--- config.mk ---
export PLATFORM = sky130hd
export DESIGN_NAME = vga_timing_gen_flat
export DESIGN_NICKNAME = d
export VERILOG_FILES = /design/src/rtl/vga_timing_gen_if.sv /design/src/rtl/vga_timing_gen.sv /design/src/flat_wrapper.sv
export SDC_FILE = /design/constraint.sdc
export NUM_CORES = 1
export LEC_CHECK = 0
export ABC_AREA = 0
export ABC_CLOCK_PERIOD_IN_PS = 8200
export BUFFER_PORTS_ARGS = -buffer_cell sky130_fd_sc_hd__buf_2
export CORE_ASPECT_RATIO = 0.8
export CORE_MARGIN = 3
export CORE_UTILIZATION = 36
export CTS_BUF_LIST = sky130_fd_sc_hd__clkbuf_8 sky130_fd_sc_hd__clkbuf_16
export DETAILED_ROUTE_END_ITERATION = 8
export MAX_ROUTING_LAYER = met4
export PLACE_DENSITY = 0.54
export SETUP_SLACK_MARGIN = 0.02
export SLEW_MARGIN = 5
export SYNTH_ARGS = -nofsm -noshare
export SYNTH_HDL_FRONTEND = slang
export SYNTH_SLANG_ARGS = --single-unit
--- constraint.sdc ---
create_clock -name clk -period 8.2 [get_ports clk]
set_clock_uncertainty 0.05 [all_clocks]
set_input_delay 0.41 -clock clk [delete_from_list [all_inputs] [get_ports clk]]
set_output_delay 0.41 -clock clk [all_outputs]
set_load 0.05 [all_outputs]
--- src/rtl/vga_timing_gen_if.sv ---
// Raster timing bundle between the timing generator and pixel/colour logic.
//   en, resync          : run enable and restart pulse into the generator
//   pix_ce              : pixel clock-enable
//   hsync, vsync, de    : sync and display-enable levels
//   hcount, vcount      : raw raster position
//   x, y                : active-area coordinates (0 outside the active window)
//   line_start,
//   frame_start         : one-clk wrap strobes
// master = generator side, slave = consumer side.
interface vga_timing_gen_if #(
  parameter int HW = 10,
  parameter int VW = 10
);
  logic          en;
  logic          resync;
  logic          pix_ce;
  logic          hsync;
  logic          vsync;
  logic          de;
  logic [HW-1:0] hcount;
  logic [VW-1:0] vcount;
  logic [HW-1:0] x;
  logic [VW-1:0] y;
  logic          line_start;
  logic          frame_start;

  modport master (
    input  en, resync,
    output pix_ce, hsync, vsync, de, hcount, vcount, x, y, line_start, frame_start
  );

  modport slave (
    output en, resync,
    input  pix_ce, hsync, vsync, de, hcount, vcount, x, y, line_start, frame_start
  );
endinterface

--- src/rtl/vga_timing_gen.sv ---
// Parametrised raster timing generator.
// Line order is sync -> back porch -> active -> front porch in both axes.
// Ports:
//   clk    : system clock
//   reset  : asynchronous, active-high reset
//   tif    : vga_timing_gen_if.master (en/resync in, timing outputs out)
// Every output is a flop. Next-state values are decoded from the next raster
// position so hsync/de/x/y always describe the hcount/vcount they sit beside.
module vga_timing_gen #(
  parameter int H_ACTIVE = 640,
  parameter int H_FP     = 16,
  parameter int H_SYNC   = 96,
  parameter int H_BP     = 48,
  parameter int V_ACTIVE = 480,
  parameter int V_FP     = 10,
  parameter int V_SYNC   = 2,
  parameter int V_BP     = 33,
  parameter bit HS_POL   = 1'b0,
  parameter bit VS_POL   = 1'b0,
  parameter int CLK_DIV  = 2
) (
  input  logic              clk,
  input  logic              reset,
  vga_timing_gen_if.master  tif
);
  localparam int H_TOTAL = H_SYNC + H_BP + H_ACTIVE + H_FP;
  localparam int V_TOTAL = V_SYNC + V_BP + V_ACTIVE + V_FP;
  localparam int HW      = $clog2(H_TOTAL);
  localparam int VW      = $clog2(V_TOTAL);
  localparam int DW      = (CLK_DIV > 1) ? $clog2(CLK_DIV) : 1;

  localparam logic [DW-1:0] DIV_LAST  = DW'(CLK_DIV - 1);
  localparam logic [HW-1:0] H_LAST    = HW'(H_TOTAL - 1);
  localparam logic [HW-1:0] H_SYNC_E  = HW'(H_SYNC);
  localparam logic [HW-1:0] H_DE_BEG  = HW'(H_SYNC + H_BP);
  localparam logic [HW-1:0] H_DE_LAST = HW'(H_SYNC + H_BP + H_ACTIVE - 1);
  localparam logic [VW-1:0] V_LAST    = VW'(V_TOTAL - 1);
  localparam logic [VW-1:0] V_SYNC_E  = VW'(V_SYNC);
  localparam logic [VW-1:0] V_DE_BEG  = VW'(V_SYNC + V_BP);
  localparam logic [VW-1:0] V_DE_LAST = VW'(V_SYNC + V_BP + V_ACTIVE - 1);

  logic [DW-1:0] div, div_nxt;
  logic          pix_ce_q, pce_nxt;
  logic [HW-1:0] hcnt, h_nxt, x_q;
  logic [VW-1:0] vcnt, v_nxt, y_q;
  logic          hs_q, vs_q, de_q, ls_q, fs_q;
  logic          h_act, v_act;

  // pix_ce is registered one cycle ahead: it is raised on the edge that
  // brings div to its last value, so the counters step on the following edge.
  always_comb begin
    div_nxt = '0;
    if (tif.en && (div != DIV_LAST)) div_nxt = div + 1'b1;
    pce_nxt = tif.en && (div_nxt == DIV_LAST);

    h_nxt = hcnt;
    v_nxt = vcnt;
    if (pix_ce_q) begin
      if (hcnt == H_LAST) begin
        h_nxt = '0;
        v_nxt = (vcnt == V_LAST) ? '0 : vcnt + 1'b1;
      end else begin
        h_nxt = hcnt + 1'b1;
      end
    end

    h_act = (h_nxt >= H_DE_BEG) && (h_nxt <= H_DE_LAST);
    v_act = (v_nxt >= V_DE_BEG) && (v_nxt <= V_DE_LAST);
  end

  always_ff @(posedge clk or posedge reset) begin
    if (reset) begin
      div      <= '0;
      pix_ce_q <= 1'b0;
      hcnt     <= '0;
      vcnt     <= '0;
      hs_q     <= HS_POL;
      vs_q     <= VS_POL;
      de_q     <= 1'b0;
      x_q      <= '0;
      y_q      <= '0;
      ls_q     <= 1'b0;
      fs_q     <= 1'b0;
    end else if (tif.resync) begin
      // Restart lands on the reset state; a resync never produces a strobe.
      div      <= '0;
      pix_ce_q <= 1'b0;
      hcnt     <= '0;
      vcnt     <= '0;
      hs_q     <= HS_POL;
      vs_q     <= VS_POL;
      de_q     <= 1'b0;
      x_q      <= '0;
      y_q      <= '0;
      ls_q     <= 1'b0;
      fs_q     <= 1'b0;
    end else begin
      div      <= div_nxt;
      pix_ce_q <= pce_nxt;
      hcnt     <= h_nxt;
      vcnt     <= v_nxt;
      hs_q     <= (h_nxt < H_SYNC_E) ? HS_POL : ~HS_POL;
      vs_q     <= (v_nxt < V_SYNC_E) ? VS_POL : ~VS_POL;
      de_q     <= h_act && v_act;
      x_q      <= (h_act && v_act) ? h_nxt - H_DE_BEG : '0;
      y_q      <= (h_act && v_act) ? v_nxt - V_DE_BEG : '0;
      ls_q     <= pix_ce_q && (hcnt == H_LAST);
      fs_q     <= pix_ce_q && (hcnt == H_LAST) && (vcnt == V_LAST);
    end
  end

  assign tif.pix_ce      = pix_ce_q;
  assign tif.hsync       = hs_q;
  assign tif.vsync       = vs_q;
  assign tif.de          = de_q;
  assign tif.hcount      = hcnt;
  assign tif.vcount      = vcnt;
  assign tif.x           = x_q;
  assign tif.y           = y_q;
  assign tif.line_start  = ls_q;
  assign tif.frame_start = fs_q;
endmodule

--- src/flat_wrapper.sv ---
// flat-port wrapper written by rule: the top's interface ports become plain ports
module vga_timing_gen_flat 
#(
  parameter int H_ACTIVE = 640,
  parameter int H_FP     = 16,
  parameter int H_SYNC   = 96,
  parameter int H_BP     = 48,
  parameter int V_ACTIVE = 480,
  parameter int V_FP     = 10,
  parameter int V_SYNC   = 2,
  parameter int V_BP     = 33,
  parameter bit HS_POL   = 1'b0,
  parameter bit VS_POL   = 1'b0,
  parameter int CLK_DIV  = 2
)
  (clk, reset, tif_en, tif_resync, tif_pix_ce, tif_hsync, tif_vsync, tif_de, tif_hcount, tif_vcount, tif_x, tif_y, tif_line_start, tif_frame_start);
  vga_timing_gen_if #(.HW(10), .VW(10)) tif_i ();
  input  logic clk;
  input  logic reset;
  input wire logic [$bits(tif_i.en)-1:0] tif_en;
  input wire logic [$bits(tif_i.resync)-1:0] tif_resync;
  output wire logic [$bits(tif_i.pix_ce)-1:0] tif_pix_ce;
  output wire logic [$bits(tif_i.hsync)-1:0] tif_hsync;
  output wire logic [$bits(tif_i.vsync)-1:0] tif_vsync;
  output wire logic [$bits(tif_i.de)-1:0] tif_de;
  output wire logic [$bits(tif_i.hcount)-1:0] tif_hcount;
  output wire logic [$bits(tif_i.vcount)-1:0] tif_vcount;
  output wire logic [$bits(tif_i.x)-1:0] tif_x;
  output wire logic [$bits(tif_i.y)-1:0] tif_y;
  output wire logic [$bits(tif_i.line_start)-1:0] tif_line_start;
  output wire logic [$bits(tif_i.frame_start)-1:0] tif_frame_start;
  assign tif_i.en = tif_en;
  assign tif_i.resync = tif_resync;
  assign tif_pix_ce = tif_i.pix_ce;
  assign tif_hsync = tif_i.hsync;
  assign tif_vsync = tif_i.vsync;
  assign tif_de = tif_i.de;
  assign tif_hcount = tif_i.hcount;
  assign tif_vcount = tif_i.vcount;
  assign tif_x = tif_i.x;
  assign tif_y = tif_i.y;
  assign tif_line_start = tif_i.line_start;
  assign tif_frame_start = tif_i.frame_start;
  vga_timing_gen #(.H_ACTIVE(H_ACTIVE), .H_FP(H_FP), .H_SYNC(H_SYNC), .H_BP(H_BP), .V_ACTIVE(V_ACTIVE), .V_FP(V_FP), .V_SYNC(V_SYNC), .V_BP(V_BP), .HS_POL(HS_POL), .VS_POL(VS_POL), .CLK_DIV(CLK_DIV)) u_core (.clk(clk), .reset(reset), .tif(tif_i));
endmodule
# --- After elaboration in Yosys (flattened, before gate mapping) ---
# Index checks and enable logic that the tools add are counted.
totals:
  ff_bits: 47
  inputBits: 4
  wordCells: 53
classes:
  addsub: 5
  order_cmp: 6
  n_eq_ne: 2
  n_mux: 21
  bitwise: 1
  n_reduce_logical: 7
op_table:
  columns: ["cell", "count"]
  rows:
  - ["$mux W10", 11]
  - ["$add A10 B1 Y10 const B", 2]
  - ["$eq A10 B10 Y1 const B", 2]
  - ["$le A10 B10 Y1 const B", 2]
  - ["$ge A10 B6 Y1 const B", 1]
  - ["$ge A10 B8 Y1 const B", 1]
  - ["$lt A10 B2 Y1 const B", 1]
  - ["$lt A10 B7 Y1 const B", 1]
  - ["$mux W1", 10]
  - ["$sub A10 B6 Y10 const B", 1]
  - ["$sub A10 B8 Y10 const B", 1]
  - ["$logic_and A1 B1 Y1", 7]
  - ["$add A1 B1 Y1 const B", 1]
  - ["$not A1 Y1", 1]

# --- Depth between registers and ports, before layout ---
# Gate-level depths: netlist of the first run.
logic_depth:
  ltp_word: 9
  depth_mapped: 14
  ltp_nobuf: 11

# --- Worst setup path after synthesis of the first run ---
# No wires, ideal clock.
synth_timing:
  kind: "register to register"
  from: "register u_core.hcnt[1] (netlist: u_core.tif.hcount[1])"
  to: "register u_core.y_q[5] (netlist: u_core.tif.y[5])"
  setup_time_ps: 126
  arrival_time_ps: 3100
  required_ps: 8024
  slack_ps: 4924
  path_stages_with_launch: 13
  n_path_buf: 3
  synth_period_minus_slack_ps: 3276
  cell_sequence: "dfrtp_1 -> ha_1 -> nand3_1 -> or4_1 -> buf_2 -> buf_6 -> nand2_1 -> o21ai_0 -> ha_1 -> o31ai_2 -> and3_1 -> buf_2 -> nor3_1"
synth_via:
  elab_chain_len: 8
synth_lines:
  columns: ["element", "line", "source"]
  rows:
  - ["start: declaration", "vga_timing_gen.sv:44", "logic [HW-1:0] hcnt, h_nxt, x_q;"]
  - ["start signal: assignment", "vga_timing_gen.sv:100", "hcnt <= h_nxt;"]
  - ["$add A10 B1 Y10 / $eq A10 B10 Y1 (equally long branches)", "vga_timing_gen.sv:63, vga_timing_gen.sv:59", null]
  - ["$mux W10", "vga_timing_gen.sv:59", "if (hcnt == H_LAST) begin"]
  - ["$mux W10", "vga_timing_gen.sv:58", "if (pix_ce_q) begin"]
  - ["$ge A10 B8 Y1, or another cell as far along", "vga_timing_gen.sv:67", "h_act = (h_nxt >= H_DE_BEG) && (h_nxt <= H_DE_LAST);"]
  - ["$logic_and A1 B1 Y1 (on tied branches)", "vga_timing_gen.sv:67, vga_timing_gen.sv:68", null]
  - ["$logic_and A1 B1 Y1", "vga_timing_gen.sv:106", "y_q <= (h_act && v_act) ? v_nxt - V_DE_BEG : '0;"]
  - ["$mux W10 (*)", "vga_timing_gen.sv:106", null]
  - ["$mux W10 (*)", "vga_timing_gen.sv:84", "end else if (tif.resync) begin"]
  - ["end signal: assignment", "vga_timing_gen.sv:106", null]
  - ["end: declaration", "vga_timing_gen.sv:45", "logic [VW-1:0] vcnt, v_nxt, y_q;"]
# Mark *: on every way between the ends. The rest lies on a longest branch, timed or not.

# --- Worst setup path in the final report of the first run ---
layout_timing:
  from: "register u_core.hcnt[5] (netlist: u_core.tif.hcount[5])"
  to: "register u_core.x_q[6] (netlist: u_core.tif.x[6])"
layout_via:
  elab_chain_len: 8
layout_lines:
  columns: ["element", "line", "source"]
  rows:
  - ["$add A10 B1 Y10 / $eq A10 B10 Y1 (equally long branches)", "vga_timing_gen.sv:63, vga_timing_gen.sv:59", null]
  - ["$mux W10", "vga_timing_gen.sv:59", null]
  - ["$mux W10", "vga_timing_gen.sv:58", null]
  - ["$ge A10 B8 Y1, or another cell as far along", "vga_timing_gen.sv:67", null]
  - ["$logic_and A1 B1 Y1 (on tied branches)", "vga_timing_gen.sv:67, vga_timing_gen.sv:68", null]
  - ["$logic_and A1 B1 Y1", "vga_timing_gen.sv:105", "x_q <= (h_act && v_act) ? h_nxt - H_DE_BEG : '0;"]
  - ["$mux W10 (*)", "vga_timing_gen.sv:105", null]
  - ["$mux W10 (*)", "vga_timing_gen.sv:84", null]
  - ["end signal: assignment", "vga_timing_gen.sv:105", null]
  - ["end: declaration", "vga_timing_gen.sv:44", null]
# Marked as above.

==> flow_metrics.env, run 1 <==
export IMPL_status="finished clean"
export IMPL_antenna_found_initial=0
export IMPL_rsz0062_at_grt="false"
export IMPL_combPwrFrac=0.036
export IMPL_ios=50
export IMPL_die_y_um=80.11
export IMPL_area_growth_pct=17.47
export IMPL_grt_pass1_vias=1859
export IMPL_cp_end_kind="register"
export IMPL_wl_um=6066
export IMPL_fin_nets=307
export IMPL_cts_max_level=2
export IMPL_synth_seq_cells=46
export IMPL_viasPerCell=5.365
export IMPL_dieArea_um2=7901
export IMPL_rows=26
export IMPL_post_cts_buffers=0
export IMPL_drv_slew=0
export IMPL_die_width_um=98.63
export IMPL_max_freq_mhz=256.6
export IMPL_syn_nets=262
export IMPL_wl_per_cell_um=15.92
export IMPL_p_int_mw=0.3611
export IMPL_crit_fanout=21
export IMPL_drv_cap=0
export IMPL_pwr_share_clk=0.457
export IMPL_io_buffers=49
export IMPL_finalHoldViolCount=0
export IMPL_yosysUniqueCellTypes=51
export IMPL_routabilityCongestion=0.9356
export IMPL_synth_edff_count=0
export IMPL_hold_path_class="in2async"
export IMPL_slew_headroom=0.3074
export IMPL_grt_start_max_net_pins=47
export IMPL_static_leakage_power_nw=1.371
export IMPL_cts_buffers_inserted=5
export IMPL_cts_resized=0
export IMPL_fin_crit_sh=0.4752
export IMPL_ys_top_cells_by_count="dfrtp_1 (46), nor3_1 (28), nand2_1 (18)"
export IMPL_cts_hold_buf=0
export IMPL_power_density_nw_per_um2=155.8
export IMPL_syn_mean_instance_area_um2=9.845
export IMPL_drc_errors=0
export IMPL_worst_pin_slew_ns=1.039
export IMPL_syn_cell_area_um2=2471
export IMPL_cts_tree="built"
export IMPL_start_util=0.3798
export IMPL_ys_seq_area_frac=0.4658
export IMPL_power_frac_seq=0.507
export IMPL_yosysMostFrequentCell="dfrtp_1"
export IMPL_synthFlopType="dfrtp_1"
export IMPL_synth_warning_count=0
export IMPL_power_switching_mw=0.09111
export IMPL_clkTransAtPathRegs_ns=0.09
export IMPL_swShare=0.2015
export IMPL_drive_gt1_frac=0.2323
export IMPL_rr_worst_depth=7
export IMPL_postSynthCellCount=251
export IMPL_ir_worst_vdd_mv=0.06958
export IMPL_finalPower_mw=0.4522
export IMPL_finalSetupViolCount=0
export IMPL_cp_arrival_ns=3.97
export IMPL_period_minus_slack_ns=3.897
export IMPL_grt_overflow_total=0
export IMPL_antenna_cells=0
export IMPL_cts_sinks=46
export IMPL_cp_required_ns=8.27
export IMPL_groute_usage_overall=0.1603
export IMPL_worstSkewPairLatency_ns=0.30
export IMPL_core_area_um2=6506
export IMPL_ys_top_cells_by_area="dfrtp_1 (47%), nor3_1 (5.7%), ha_1 (3.5%), xnor2_1 (3.5%), nand2_1 (2.7%)"
export IMPL_cp_start_kind="register"
export IMPL_dpl_hpwl_um=4390
export IMPL_ant_nets=0
export IMPL_synth_top_area_share=0.4658
export IMPL_drtPass1Iterations=4
export IMPL_crit_type="reg2reg"
export IMPL_fin_setup_tns_ns=0
export IMPL_vias=2044
export IMPL_drt_iter0_drc=109
export IMPL_cts_root_buf="clkbuf_8"
export IMPL_synthArstFlopShare=1.000
export IMPL_synth_area_leader_cell="dfrtp_1"
export IMPL_grt_pass1_wl_um=9777
export IMPL_cts_buffer_depth=2
==> metal layers <==
layer  vias to the layer above  track usage  wire length, um
li1                       1008            -                -
met2                        61       0.2179             2506
met1                       967       0.2417             3127
met4                         0      0.04229               76
met3                         8      0.03125              356
met5                         -            -                0
==> cells by family after synthesis <==
logic type | count (synthesis) | synth area share
fa+ha+maj | 7 | 0.03544
flops | 46 | 0.4658
xor+xnor | 16 | 0.05671
simple gates | 115 | 0.2572
mux | 2 | 0.008102
buf+inv | 19 | 0.03848
compound gates | 46 | 0.1382
==> layout make-up <==
class,count,area (um^2)
timing repair buffer,50,252.7
clock buffer,6,82.58
sequential,46,1151
tap,84,105.1
multi-input combinational,186,1225
fill,656,3603
clock inverter,2,60.06
inverter,7,26.28
==> cell usage in the layout, fill, tap and decap left out, types with 3 or more instances in the layout <==
cell type  netlist  layout
a21oi_1          8       8
and2_1          10      10
and3_1           3       3
buf_2            4      49
clkbuf_8         0       6
dfrtp_1         46      46
ha_1             7       7
inv_1            7       6
nand2_1         18      18
nand3_1         10      10
nand4_1          8       8
nor2_1          17      17
nor3_1          28      28
o21ai_0         12      12
o31ai_1          3       3
or3_1            3       3
or4_1            4       4
xnor2_1         10      10
xor2_1           6       6
==> state kept, by name (all words and copies together), names as in the netlist <==
name                    flops
u_core.div                  1
u_core.tif.de               1
u_core.tif.frame_start      1
u_core.tif.hcount          10
u_core.tif.hsync            1
u_core.tif.line_start       1
u_core.tif.vcount          10
u_core.tif.vsync            1
u_core.tif.x               10
u_core.tif.y               10
==> worst max-delay path: stages, from the launching register on <==
cell,delay [ns]
dfrtp_1,0.44
or3_1,0.42
or4_1,0.82
o21ai_0,0.41
o211ai_1,0.26
o31ai_2,0.40
and3_1,0.77
nor3_1,0.14
==> final timing paths <==
path                       slack, ns              endpoint            startpoint
setup / recovery                4.30       u_core.tif.x[6]  u_core.tif.hcount[5]
hold / removal                  0.27  u_core.tif.vcount[8]                 reset
setup reg to reg                4.30       u_core.tif.x[6]  u_core.tif.hcount[5]
hold reg to reg                 0.67            u_core.div            u_core.div
max in group asynchronous       7.24  u_core.tif.hcount[6]                 reset
min in group clk                0.30            u_core.div                tif_en
==> metrics by stage <==
step	utilization	setup WS, ns	cells	cell area [um^2]	hold WS, ns
finish	0.4462	4.303	381	2903	0.2702
floorplan	-	4.924	251	2471	0.5211
detailed placement	0.4242	4.329	373	2760	0.6320
global placement	0.4242	4.437	373	2760	0.6155
global route	0.4462	3.967	381	2903	0.2984
CTS	0.4462	4.308	381	2903	0.2993
==> power by group through the flow <==
stage / clock (mW) / combinational (mW) / sequential [mW]
final: 0.207 / 0.0164 / 0.229
after global routing: 0.220 / 0.0183 / 0.230
after CTS: 0.212 / 0.0169 / 0.229
after detailed placement: 0 / 0.0169 / 0.234
after global placement: 0 / 0.0170 / 0.234
after floorplan: 0 / 0.00974 / 0.236
No activity file was read; power rests on OpenSTA's default activity.
==> inputs of run 2 (changes only) <==
- ABC_CLOCK_PERIOD_IN_PS: 8200 -> 3900
- clock period: 8.2 -> 3.9 ns (I/O delays scaled with it)
==> flow_metrics.env, run 2 (synthesis gave the netlist of run 1 again) <==
export IMPL_grt_overflow_total=0
export IMPL_grt_start_max_net_pins=47
export IMPL_cts_resized=0
export IMPL_final_cell_mix="buf_2 (49), dfrtp_1 (46), nor3_1 (28), nand2_1 (18), nor2_1 (17)"
export IMPL_r2r_slack_ns=0.34
export IMPL_fin_nets=314
export IMPL_cp_top_family="simple AND/OR/NAND/NOR gates"
export IMPL_hold_path_class="in2async"
export IMPL_ant_nets=0
export IMPL_grt_pass1_wl_um=9742
export IMPL_finalSetupViolCount=0
export IMPL_path_cells="or3_1 > or4_4 > o21ai_0 > o211ai_1 > nor4b_2 > o221ai_4 > nor4b_1"
export IMPL_cp_slowest_cell="or4_4"
export IMPL_fill_cells=665
export IMPL_rr_worst_depth=7
export IMPL_post_cts_buffers=0
export IMPL_fin_crit_sh=0.9141
export IMPL_drv_cap=0
export IMPL_antenna_cells=0
export IMPL_period_minus_slack_ns=3.565
export IMPL_cp_start_kind="register"
export IMPL_dpl_hpwl_um=4416
export IMPL_cts_sinks=46
export IMPL_seqCellArea_um2=1151
export IMPL_wl_per_cell_um=15.73
export IMPL_io_buffers=49
export IMPL_viasPerCell=5.410
export IMPL_area_growth_pct=18.89
export IMPL_cp_required_ns=4.03
export IMPL_multiInputGateArea_um2=1240
export IMPL_r2r_start="u_core.tif.hcount[5]"
export IMPL_drt_iter0_drc=108
export IMPL_vias=2099
export IMPL_status="finished clean"
export IMPL_static_leakage_power_nw=1.390
export IMPL_cts_hold_buf=0
export IMPL_finalHoldViolCount=0
export IMPL_r2r_end="u_core.tif.y[9]"
export IMPL_worstSkewPairLatency_ns=0.30
export IMPL_cts_buffer_depth=2
export IMPL_layout_cells_most_common="buf_2"
export IMPL_fin_util=0.4515
export IMPL_wl_um=6103
export IMPL_cts_root_buf="clkbuf_8"
export IMPL_crit_buf_inv=0
export IMPL_hold_slack_ns=0.05294
export IMPL_cts_max_level=2
export IMPL_routabilityCongestion=0.8945
export IMPL_worst_pin_slew_ns=0.9506
export IMPL_crit_type="reg2reg"
export IMPL_power_density_nw_per_um2=295.8
export IMPL_die_width_um=98.63
export IMPL_fin_setup_tns_ns=0
export IMPL_ir_worst_vdd_mv=0.1874
export IMPL_worst_path_largest_cell_delay_ns=0.66
export IMPL_ios=50
export IMPL_slew_headroom=0.3663
export IMPL_drc_errors=0
export IMPL_groute_usage_overall=0.1602
export IMPL_core_area_um2=6506
export IMPL_die_y_um=80.11
export IMPL_cp_end_kind="register"
export IMPL_worstSetupPathDepth=7
export IMPL_cts_buffers_inserted=5
export IMPL_dieArea_um2=7901
export IMPL_start_util=0.3798
export IMPL_cts_tree="built"
export IMPL_crit_fanout=21
export IMPL_drv_slew=0
export IMPL_drive_gt1_frac=0.2500
export IMPL_rows=26
export IMPL_clkTransAtPathRegs_ns=0.09
export IMPL_cp_arrival_ns=3.69
export IMPL_grt_pass1_vias=1892
export IMPL_rsz0062_at_grt="false"
export IMPL_max_freq_mhz=280.5
export IMPL_antenna_found_initial=0
export IMPL_drtPass1Iterations=4
-- run 2: cell types whose count changed in the layout (fill, tap and decap cells not counted), sizes merged --
cell / previous run / this run
clkinvlp: 0 / 1
buf: 50 / 57
inv: 7 / 8
clkbuf: 6 / 5
bufinv: 2 / 1
-- run 2: final cells by class --
class,count,share of cell area
flip-flops and latches,46,0.3918
clock inverters,3,0.01405
multi-input cells,186,0.4221
clock buffers,5,0.02342
well taps,84,0.03578
repair buffers,57,0.1039
inverters,7,0.008944
-- run 2: through the flow --
step	setup slack (ns)	std cells	total power, mW	cell area, um^2
finish	0.3350	388	0.8691	2938
global route	0.07300	388	0.9066	2938
CTS	0.05320	388	0.8841	2923
detailed placement	0.08797	380	0.5286	2813
global placement	0.1725	380	0.5285	2813
floorplan	0.6242	251	0.5169	2471
-- run 2: routing by layer --
layer	vias up	routed length, um	track usage
met5	-	0	-
met2	62	2567	0.2213
li1	1022	-	-
met1	1010	3094	0.2418
met4	0	59	0.04093
met3	5	382	0.02778
-- run 2: power by group --
group          leakage (nW)  internal (mW)  total [mW]  switching (mW)
Combinational         0.693        0.00849      0.0376          0.0291
Sequential            0.641          0.478       0.481         0.00240
Clock                0.0556          0.189       0.351           0.162
Total                  1.39          0.676       0.869           0.194
-- run 2: how the worst max path moves through the flow --
stage                            to  slack (ns)            startpoint
finish              u_core.tif.y[9]        0.34  u_core.tif.hcount[5]
global route        u_core.tif.y[9]        0.07  u_core.tif.hcount[0]
CTS                 u_core.tif.y[9]        0.05  u_core.tif.hcount[5]
detailed placement  u_core.tif.y[9]        0.09  u_core.tif.hcount[5]
global placement    u_core.tif.y[9]        0.17  u_core.tif.hcount[5]
floorplan           u_core.tif.y[5]        0.62  u_core.tif.hcount[1]
